[src/rtl/uart_tx_ctrl_if.sv]
// rtl/uart_tx_ctrl_if.sv - tick/request/data inputs and serial/status outputs of the UART transmitter
interface uart_tx_ctrl_if #(
  parameter int NB_DATA = 8
);
  logic               i_tick;
  logic               i_tx_start;
  logic [NB_DATA-1:0] i_data;
  logic               o_tx;
  logic               o_busy;
  logic               o_tx_done;

  modport master (
    output i_tick, i_tx_start, i_data,
    input  o_tx, o_busy, o_tx_done
  );

  modport slave (
    input  i_tick, i_tx_start, i_data,
    output o_tx, o_busy, o_tx_done
  );
endinterface

[src/rtl/uart_tx_ctrl.sv]
// rtl/uart_tx_ctrl.sv - UART transmit controller sequenced by a 16x oversampling tick
module uart_tx_ctrl #(
  parameter int NB_DATA    = 8,
  parameter int SB_TICK    = 16,
  parameter int PARITY_EN  = 0,
  parameter int PARITY_ODD = 0
) (
  input  logic          i_clk,
  input  logic          i_reset,
  uart_tx_ctrl_if.slave bus
);

  // Tick counter must also reach SB_TICK-1 for 1.5/2 stop-bit settings.
  localparam int   S_W = (SB_TICK > 16) ? $clog2(SB_TICK) : 4;
  localparam int   N_W = (NB_DATA > 1) ? $clog2(NB_DATA) : 1;
  localparam logic ODD = (PARITY_ODD != 0);

  typedef enum logic [2:0] {
    IDLE   = 3'd0,
    START  = 3'd1,
    DATA   = 3'd2,
    PARITY = 3'd3,
    STOP   = 3'd4
  } state_t;

  state_t             state_q, state_d;
  logic [S_W-1:0]     s_q, s_d;
  logic [N_W-1:0]     n_q, n_d;
  logic [NB_DATA-1:0] b_q, b_d;
  logic               p_q, p_d;
  logic               tx_q, tx_d;
  logic               done_q, done_d;

  always_ff @(posedge i_clk or negedge i_reset) begin
    if (!i_reset) begin
      state_q <= IDLE;
      s_q     <= '0;
      n_q     <= '0;
      b_q     <= '0;
      p_q     <= 1'b0;
      tx_q    <= 1'b1;
      done_q  <= 1'b0;
    end else begin
      state_q <= state_d;
      s_q     <= s_d;
      n_q     <= n_d;
      b_q     <= b_d;
      p_q     <= p_d;
      tx_q    <= tx_d;
      done_q  <= done_d;
    end
  end

  // tx_d always carries the line level of the state being entered, so the pin moves with the state.
  always_comb begin
    state_d = state_q;
    s_d     = s_q;
    n_d     = n_q;
    b_d     = b_q;
    p_d     = p_q;
    tx_d    = tx_q;
    done_d  = 1'b0;
    case (state_q)
      IDLE: begin
        tx_d = 1'b1;
        if (bus.i_tx_start) begin
          b_d     = bus.i_data;
          p_d     = (^bus.i_data) ^ ODD;
          s_d     = '0;
          state_d = START;
          tx_d    = 1'b0;
        end
      end
      START: begin
        if (bus.i_tick) begin
          if (s_q == S_W'(15)) begin
            s_d     = '0;
            n_d     = '0;
            state_d = DATA;
            tx_d    = b_q[0];
          end else begin
            s_d = s_q + S_W'(1);
          end
        end
      end
      DATA: begin
        if (bus.i_tick) begin
          if (s_q == S_W'(15)) begin
            s_d = '0;
            b_d = b_q >> 1;
            if (n_q == N_W'(NB_DATA - 1)) begin
              if (PARITY_EN != 0) begin
                state_d = PARITY;
                tx_d    = p_q;
              end else begin
                state_d = STOP;
                tx_d    = 1'b1;
              end
            end else begin
              n_d  = n_q + N_W'(1);
              tx_d = b_q[1];
            end
          end else begin
            s_d = s_q + S_W'(1);
          end
        end
      end
      PARITY: begin
        if (bus.i_tick) begin
          if (s_q == S_W'(15)) begin
            s_d     = '0;
            state_d = STOP;
            tx_d    = 1'b1;
          end else begin
            s_d = s_q + S_W'(1);
          end
        end
      end
      STOP: begin
        if (bus.i_tick) begin
          if (s_q == S_W'(SB_TICK - 1)) begin
            s_d     = '0;
            done_d  = 1'b1;
            state_d = IDLE;
            tx_d    = 1'b1;
          end else begin
            s_d = s_q + S_W'(1);
          end
        end
      end
      default: begin
        state_d = IDLE;
        tx_d    = 1'b1;
      end
    endcase
  end

  assign bus.o_tx      = tx_q;
  assign bus.o_busy    = (state_q != IDLE);
  assign bus.o_tx_done = done_q;

endmodule

[src/flat_wrapper.sv]
// flat-port wrapper written by rule: the top's interface ports become plain ports
module uart_tx_ctrl_flat 
#(
  parameter int NB_DATA    = 8,
  parameter int SB_TICK    = 16,
  parameter int PARITY_EN  = 0,
  parameter int PARITY_ODD = 0
)
  (i_clk, i_reset, bus_i_tick, bus_i_tx_start, bus_i_data, bus_o_tx, bus_o_busy, bus_o_tx_done);
  uart_tx_ctrl_if #(.NB_DATA(NB_DATA)) bus_i ();
  input  logic i_clk;
  input  logic i_reset;
  input wire logic [$bits(bus_i.i_tick)-1:0] bus_i_tick;
  input wire logic [$bits(bus_i.i_tx_start)-1:0] bus_i_tx_start;
  input wire logic [$bits(bus_i.i_data)-1:0] bus_i_data;
  output wire logic [$bits(bus_i.o_tx)-1:0] bus_o_tx;
  output wire logic [$bits(bus_i.o_busy)-1:0] bus_o_busy;
  output wire logic [$bits(bus_i.o_tx_done)-1:0] bus_o_tx_done;
  assign bus_i.i_tick = bus_i_tick;
  assign bus_i.i_tx_start = bus_i_tx_start;
  assign bus_i.i_data = bus_i_data;
  assign bus_o_tx = bus_i.o_tx;
  assign bus_o_busy = bus_i.o_busy;
  assign bus_o_tx_done = bus_i.o_tx_done;
  uart_tx_ctrl #(.NB_DATA(NB_DATA), .SB_TICK(SB_TICK), .PARITY_EN(PARITY_EN), .PARITY_ODD(PARITY_ODD)) u_core (.i_clk(i_clk), .i_reset(i_reset), .bus(bus_i));
endmodule
[config.mk]
export PLATFORM = sky130hd
export DESIGN_NAME = uart_tx_ctrl_flat
export DESIGN_NICKNAME = d
export VERILOG_FILES = /design/src/rtl/uart_tx_ctrl_if.sv /design/src/rtl/uart_tx_ctrl.sv /design/src/flat_wrapper.sv
export SDC_FILE = /design/constraint.sdc
export NUM_CORES = 1
export LEC_CHECK = 0
export BUFFER_PORTS_ARGS = -buffer_cell sky130_fd_sc_hd__buf_2
export CAP_MARGIN = 25
export CORE_UTILIZATION = 50
export DETAILED_ROUTE_END_ITERATION = 7
export PLACE_DENSITY = 0.71
export SYNTH_ARGS = -nofsm -noshare
export SYNTH_HDL_FRONTEND = slang
export SYNTH_SLANG_ARGS = --single-unit
[constraint.sdc]
create_clock -name i_clk -period 2.6 [get_ports i_clk]
set_clock_uncertainty 0.1 [all_clocks]
set_input_delay 0.39 -clock i_clk [delete_from_list [all_inputs] [get_ports i_clk]]
set_output_delay 0.39 -clock i_clk [all_outputs]
set_load 0.03 [all_outputs]
# Word-level counts from Yosys, hierarchy flattened

Cells that the tools add are included.

Add/sub/neg operators: 2
Multiply operators: 0
Divide/modulo/power cells: 0
Magnitude comparators: 0
Equal/unequal tests: 20
Shift-type cells: 0
Muxes and demuxes: 35
Bitwise operators: 0
Reduce and logical (&&, ||, !) cells: 12

Operator list:

| operator                                                                | number |
|---|---|
| 3-bit two-way mux                                                       | 13 |
| 8-bit two-way mux                                                       | 3 |
| 2-bit by 1-bit inequality test with 1-bit output, second input constant | 8 |
| 8-bit case mux with 2 select lines                                      | 1 |
| 3-bit case mux with 5 select lines                                      | 1 |
| 4-bit two-way mux                                                       | 3 |
| 2-bit inequality test, second input constant                            | 6 |
| 6-bit AND reduction                                                     | 2 |
| 1-bit two-way mux                                                       | 11 |
| 10-bit AND reduction                                                    | 1 |
| 4-bit case mux with 2 select lines                                      | 1 |
| 3-bit by 2-bit equality test with 1-bit output, second input constant   | 2 |
| 3-bit equality test, second input constant                              | 2 |
| 3-bit case mux with 2 select lines                                      | 1 |
| 2-bit nonzero test                                                      | 3 |
| 4-bit by 1-bit adder with 4-bit output, second input constant           | 1 |
| 4-bit equality test, second input constant                              | 1 |
| 1-bit case mux with 4 select lines                                      | 1 |
| 4-bit AND reduction                                                     | 1 |
| 4-bit OR reduction                                                      | 1 |
| 3-bit by 1-bit adder with 3-bit output, second input constant           | 1 |
| 3-bit by 1-bit equality test with 1-bit output, second input constant   | 1 |
| 3-bit zero test                                                         | 1 |
| 3-bit AND reduction                                                     | 1 |
| 2 further kinds                                                         | 2 |

Flip-flop bits (word level): 20
Latch bits: 0
Memory bits (writable): 0
Bits in read-only memories: 0
Input port bits: 12
Word-level logic and storage cells: 75
Memories: 0

# Depth between registers and ports, before layout

Depth in word-level cells: 5
Depth in mapped cells: 5
Mapped depth without buffers: 5

# Worst setup path after synthesis

OpenSTA, ideal clock, no wires.

Path type: register to register
From: reg u_core.n_q[0]
To: reg u_core.n_q[0]
Arrival time: 1,592 ps
Data required time: 2,375 ps
Path slack: 784 ps
Stages on the path, launching flop included: 6
Period minus slack after synthesis: 1,816 ps
Cells stage by stage: dfrtp_1 ha_1 ha_1 or3b_1 a211o_1 mux2_2

Word-level cells in the longest chain between the ends: 5
Elaborated cells between the ends (all ways): 8

Ends and longest elaborated chain:

| element                                | line                | RTL |
|---|---|---|
| start, declared                        | uart_tx_ctrl.sv:28  | `logic [N_W-1:0] n_q, n_d;` |
| start signal, assigned                 | uart_tx_ctrl.sv:46  | `n_q <= n_d;` |
| 3-bit by 1-bit adder with 3-bit output | uart_tx_ctrl.sv:100 | `n_d = n_q + N_W'(1);` |
| 3-bit two-way mux                      | uart_tx_ctrl.sv:91  | `if (n_q == N_W'(NB_DATA - 1)) begin` |
| 3-bit two-way mux                      | uart_tx_ctrl.sv:88  | `if (s_q == S_W'(15)) begin` |
| 3-bit two-way mux                      | uart_tx_ctrl.sv:87  | `if (bus.i_tick) begin` |
| 3-bit case mux with 2 select lines     | uart_tx_ctrl.sv:63  | `case (state_q)` |

Parallel ways exist; a longest one is shown, timed or not. The select of a mux whose other input is x is not followed.
A chain may end at the register's enable or synchronous reset.

# Worst setup path in the final report

From: reg u_core.state_q[1]
To: out bus_o_busy

Word-level cells in the longest chain between the ends: 1

Ends and longest elaborated chain:

| element                | line                | RTL |
|---|---|---|
| start, declared        | uart_tx_ctrl.sv:26  | `state_t state_q, state_d;` |
| start signal, assigned | uart_tx_ctrl.sv:44  | `state_q <= state_d;` |
| 3-bit nonzero test     | uart_tx_ctrl.sv:139 | `assign bus.o_busy = (state_q != IDLE);` |
| end, declared          | flat_wrapper.sv:17  | `output wire logic [$bits(bus_i.o_busy)-1:0] bus_o_busy;` |

No other way between the ends.

==> results.cfg <==
[global_route]
gr_usage_total_pct = 20.72
overflow = 0
vias_in_the_first_global_route = 896
grt_max_degree = 21
grt_antenna_before_repair = 0
grt_pass1_wl_um = 3933

[timing]
finalHoldViolCount = 0
maxSlewHeadroom_pct = 60.56
final-setup-viol-count = 0
timing.final.crit_period_ps = 2099
final_min_period_over_clock_period_pct = 80.75
final_number_of_max_transition_violations = 0
setup_repair_after_global_routing_missed_its_margin = no
setup_total_negative_slack_ps = 0
fmax_mhz = 476.3
tightestPinTransition_ps = 583.4

[clock_network]
tritoncts = built
path_clk_slew_ps = 130
clkSinkCount = 20
ctsHtreeMaxLevel = 1
worst_skew_pair.late_latency_ps = 310
clock_path_buffers = 2
cts_buf_count = 3
cts_root_buf = sky130_fd_sc_hd__clkbuf_4
cts_resized = 0

[logic_synthesis]
synth_seq_cells = 20
synth_enable_flop_cells = 0
largest_family_of_logic_cells_by_synthesized_area = compound AO/OA/AOI/OAI gates
syn_area_per_cell_um2 = 10.37
synth.lib_cells_used.distinct = 41
synthAdderAreaFrac_pct = 3.289
synthDominantCellAreaShare_pct = 41.67
post_synth_and_or_nand_nor_area_fraction_pct = 22.15
netlist_instances = 110
ranking_of_synthesized_cells_by_area = sky130_fd_sc_hd__dfrtp_1 42%, sky130_fd_sc_hd__o221a_1 6.9%, sky130_fd_sc_hd__nand2b_1 5.5%
post_synth_xor_area_fraction_pct = 0.7675
post_synth_instance_area_mm2 = 0.001141
syn_nets = 125
yosysSeqAreaShare_pct = 43.97
yosysWarningCount = 0
compound_gate_fraction_of_synth_area_pct = 22.48
synth-async-reset-ratio_pct = 100.0
most_used_flip_flop_cell_after_synthesis = sky130_fd_sc_hd__dfrtp_1
synth_largest_area_cell = sky130_fd_sc_hd__dfrtp_1
post_synth_mux_area_share_pct = 2.741

[worst_setup_path]
timing_worst_setup_path_type = reg -> out
critPathLaunchType = flop
worst_ep_arrival_time_ps = 1610
endpoint_kind = output pin
regToRegStartpoint = u_core.s_q[0]
worstPathRequired_ps = 2110
r2r.worst_path.cells = 4
critPathLaunch = u_core.state_q[1]
cp_max_fo = 20

[route]
route.detailed.drc = 0
drt_wirelength_um = 2294
wl_per_cell_um = 15.50
final_antenna_net_count = 0
via_count = 894
avgViaCountPerCell = 6.041
drt_first_iter_violations = 16
router_iterations_before_antenna_repair = 4

[cells_and_area]
layout.nets = 137
area.growth.synth_to_final_pct = 11.95
drive_gt1_share_pct = 22.31
commonest_cells_after_routing_fill_and_taps_aside = 19 x sky130_fd_sc_hd__dfrtp_1, 14 x sky130_fd_sc_hd__buf_2, 10 x sky130_fd_sc_hd__nand2b_1, 7 x sky130_fd_sc_hd__o221a_1
antenna-diode-count = 0
layoutNonFillerInstCount = 148
most_common_cell_after_layout_fill_and_taps_aside = sky130_fd_sc_hd__dfrtp_1

[run]
timing.max_cap.violations = 0

[die]
boundaryPins = 15
core_area_mm2 = 0.002062
effective_utilization_at_floorplan_pct = 55.34
die_area_mm2 = 0.002477
die_w_um = 49.77
die_height_um = 49.77
placementRows = 16

[power]
power.switching_mw = 0.4498
standby_leakage_power_nw = 0.5313
power_density_mw_per_mm2 = 969.7
seq_power_share_pct = 46.3
power.share.clock_pct = 20.5
comb_power_share_pct = 33.2
power_switching_share_pct = 36.31
ir_worst_vdd_uv = 733.9
total_internal_power_mw = 0.7890

[outcome]
run_status = finished, final reports clean

[worst_hold_path]
min_from = bus_i_data[7]
timing.hold.worst_path_depth = 3
hold_class = in -> reg

[placed_design]
finalWeightedCongestion = 0.8914
port_buffers = 14
hpwlAfterDp_um = 1687
dp_cells = 143
==> Yosys cell counts (all sizes together) (2+ instances only) <==
library cell and number:
a211oi 3, nand2 5, o21ai 5, nor3 2
ha 3, a21oi 4, dfrtp 19, o221a 8
clkbuf 6, nand2b 10, inv 4, nand4 2
nand3 2, buf 3, nor4b 2, or3b 4
mux2i 2, or2 2, a31oi 2, nor4 3
nor2 3, a22o 2
==> worst paths after layout <==
path,end,slack [ps]
hold reg to reg,u_core.n_q[2],410
hold / removal,u_core.b_q[7],190
max in group asynchronous,u_core.bus.o_tx,1590
setup / recovery,bus_o_busy,500
min in group asynchronous,u_core.state_q[0],440
setup reg to reg,u_core.b_q[5],590
==> logic make-up after synthesis <==
group / count (synthesis)
mux: 3
buf+inv: 13
compound gates: 32
simple gates: 38
flops: 20
xor+xnor: 1
fa+ha+maj: 3
==> per-layer routing <==
metal / share of wire, % / vias to the layer above / global-route usage [%]
met4: 0.39 / 0 / 3.333
met5: 0 / - / 0
li1: - / 441 / -
met2: 48 / 25 / 33.56
met3: 4.4 / 2 / 6.173
met1: 47 / 426 / 27.72
==> layout make-up <==
cell class	count	area, µm²
Sequential cell	20	501.7
Tap cell	27	33.78
Fill cell	175	784.5
Clock inverter	1	30.03
Multi-Input combinational cell	77	586.8
Inverter	4	15.01
Clock buffer	3	22.52
Timing Repair Buffer	16	87.58
==> sequential cells by signal, summed over array words and instances, names as in the netlist <==
register,flops
u_core.bus.o_tx,1
u_core.b_q,8
u_core.state_q,3
u_core.bus.o_tx_done,1
u_core.n_q,3
u_core.s_q,4
==> power groups by stage <==
stage,combinational (mW),sequential (mW),clock [mW]
after floorplan,0.362,0.521,0
after global placement,0.393,0.571,0
after detailed placement,0.413,0.577,0
after CTS,0.412,0.571,0.259
after global routing,0.462,0.598,0.270
final,0.412,0.573,0.254
==> critical path, cell delays in order (launching register included) <==
cell and delay (ps):
sky130_fd_sc_hd__dfrtp_1 580, sky130_fd_sc_hd__or3_1 530, sky130_fd_sc_hd__buf_2 210
==> what timing repair did <==
action,4_1_cts,5_1_grt
endpoints found under the hold margin,19,0
hold buffers,1,0
setup buffers,0,0
==> through the flow <==
stage	hold WS [ps]	instance area [µm²]	setup slack (ps)	utilization, %	power (mW)
floorplan	-5.591	1141	783.8	-	0.8826
global placement	254.5	1215	644.1	58.92	0.9640
detailed placement	264.1	1215	592.0	58.92	0.9899
CTS	182.7	1277	492.3	61.95	1.242
global route	190.8	1277	386.7	61.95	1.330
finish	185.6	1277	500.6	61.95	1.239
Note: power is estimated with default switching activity, not from simulation.
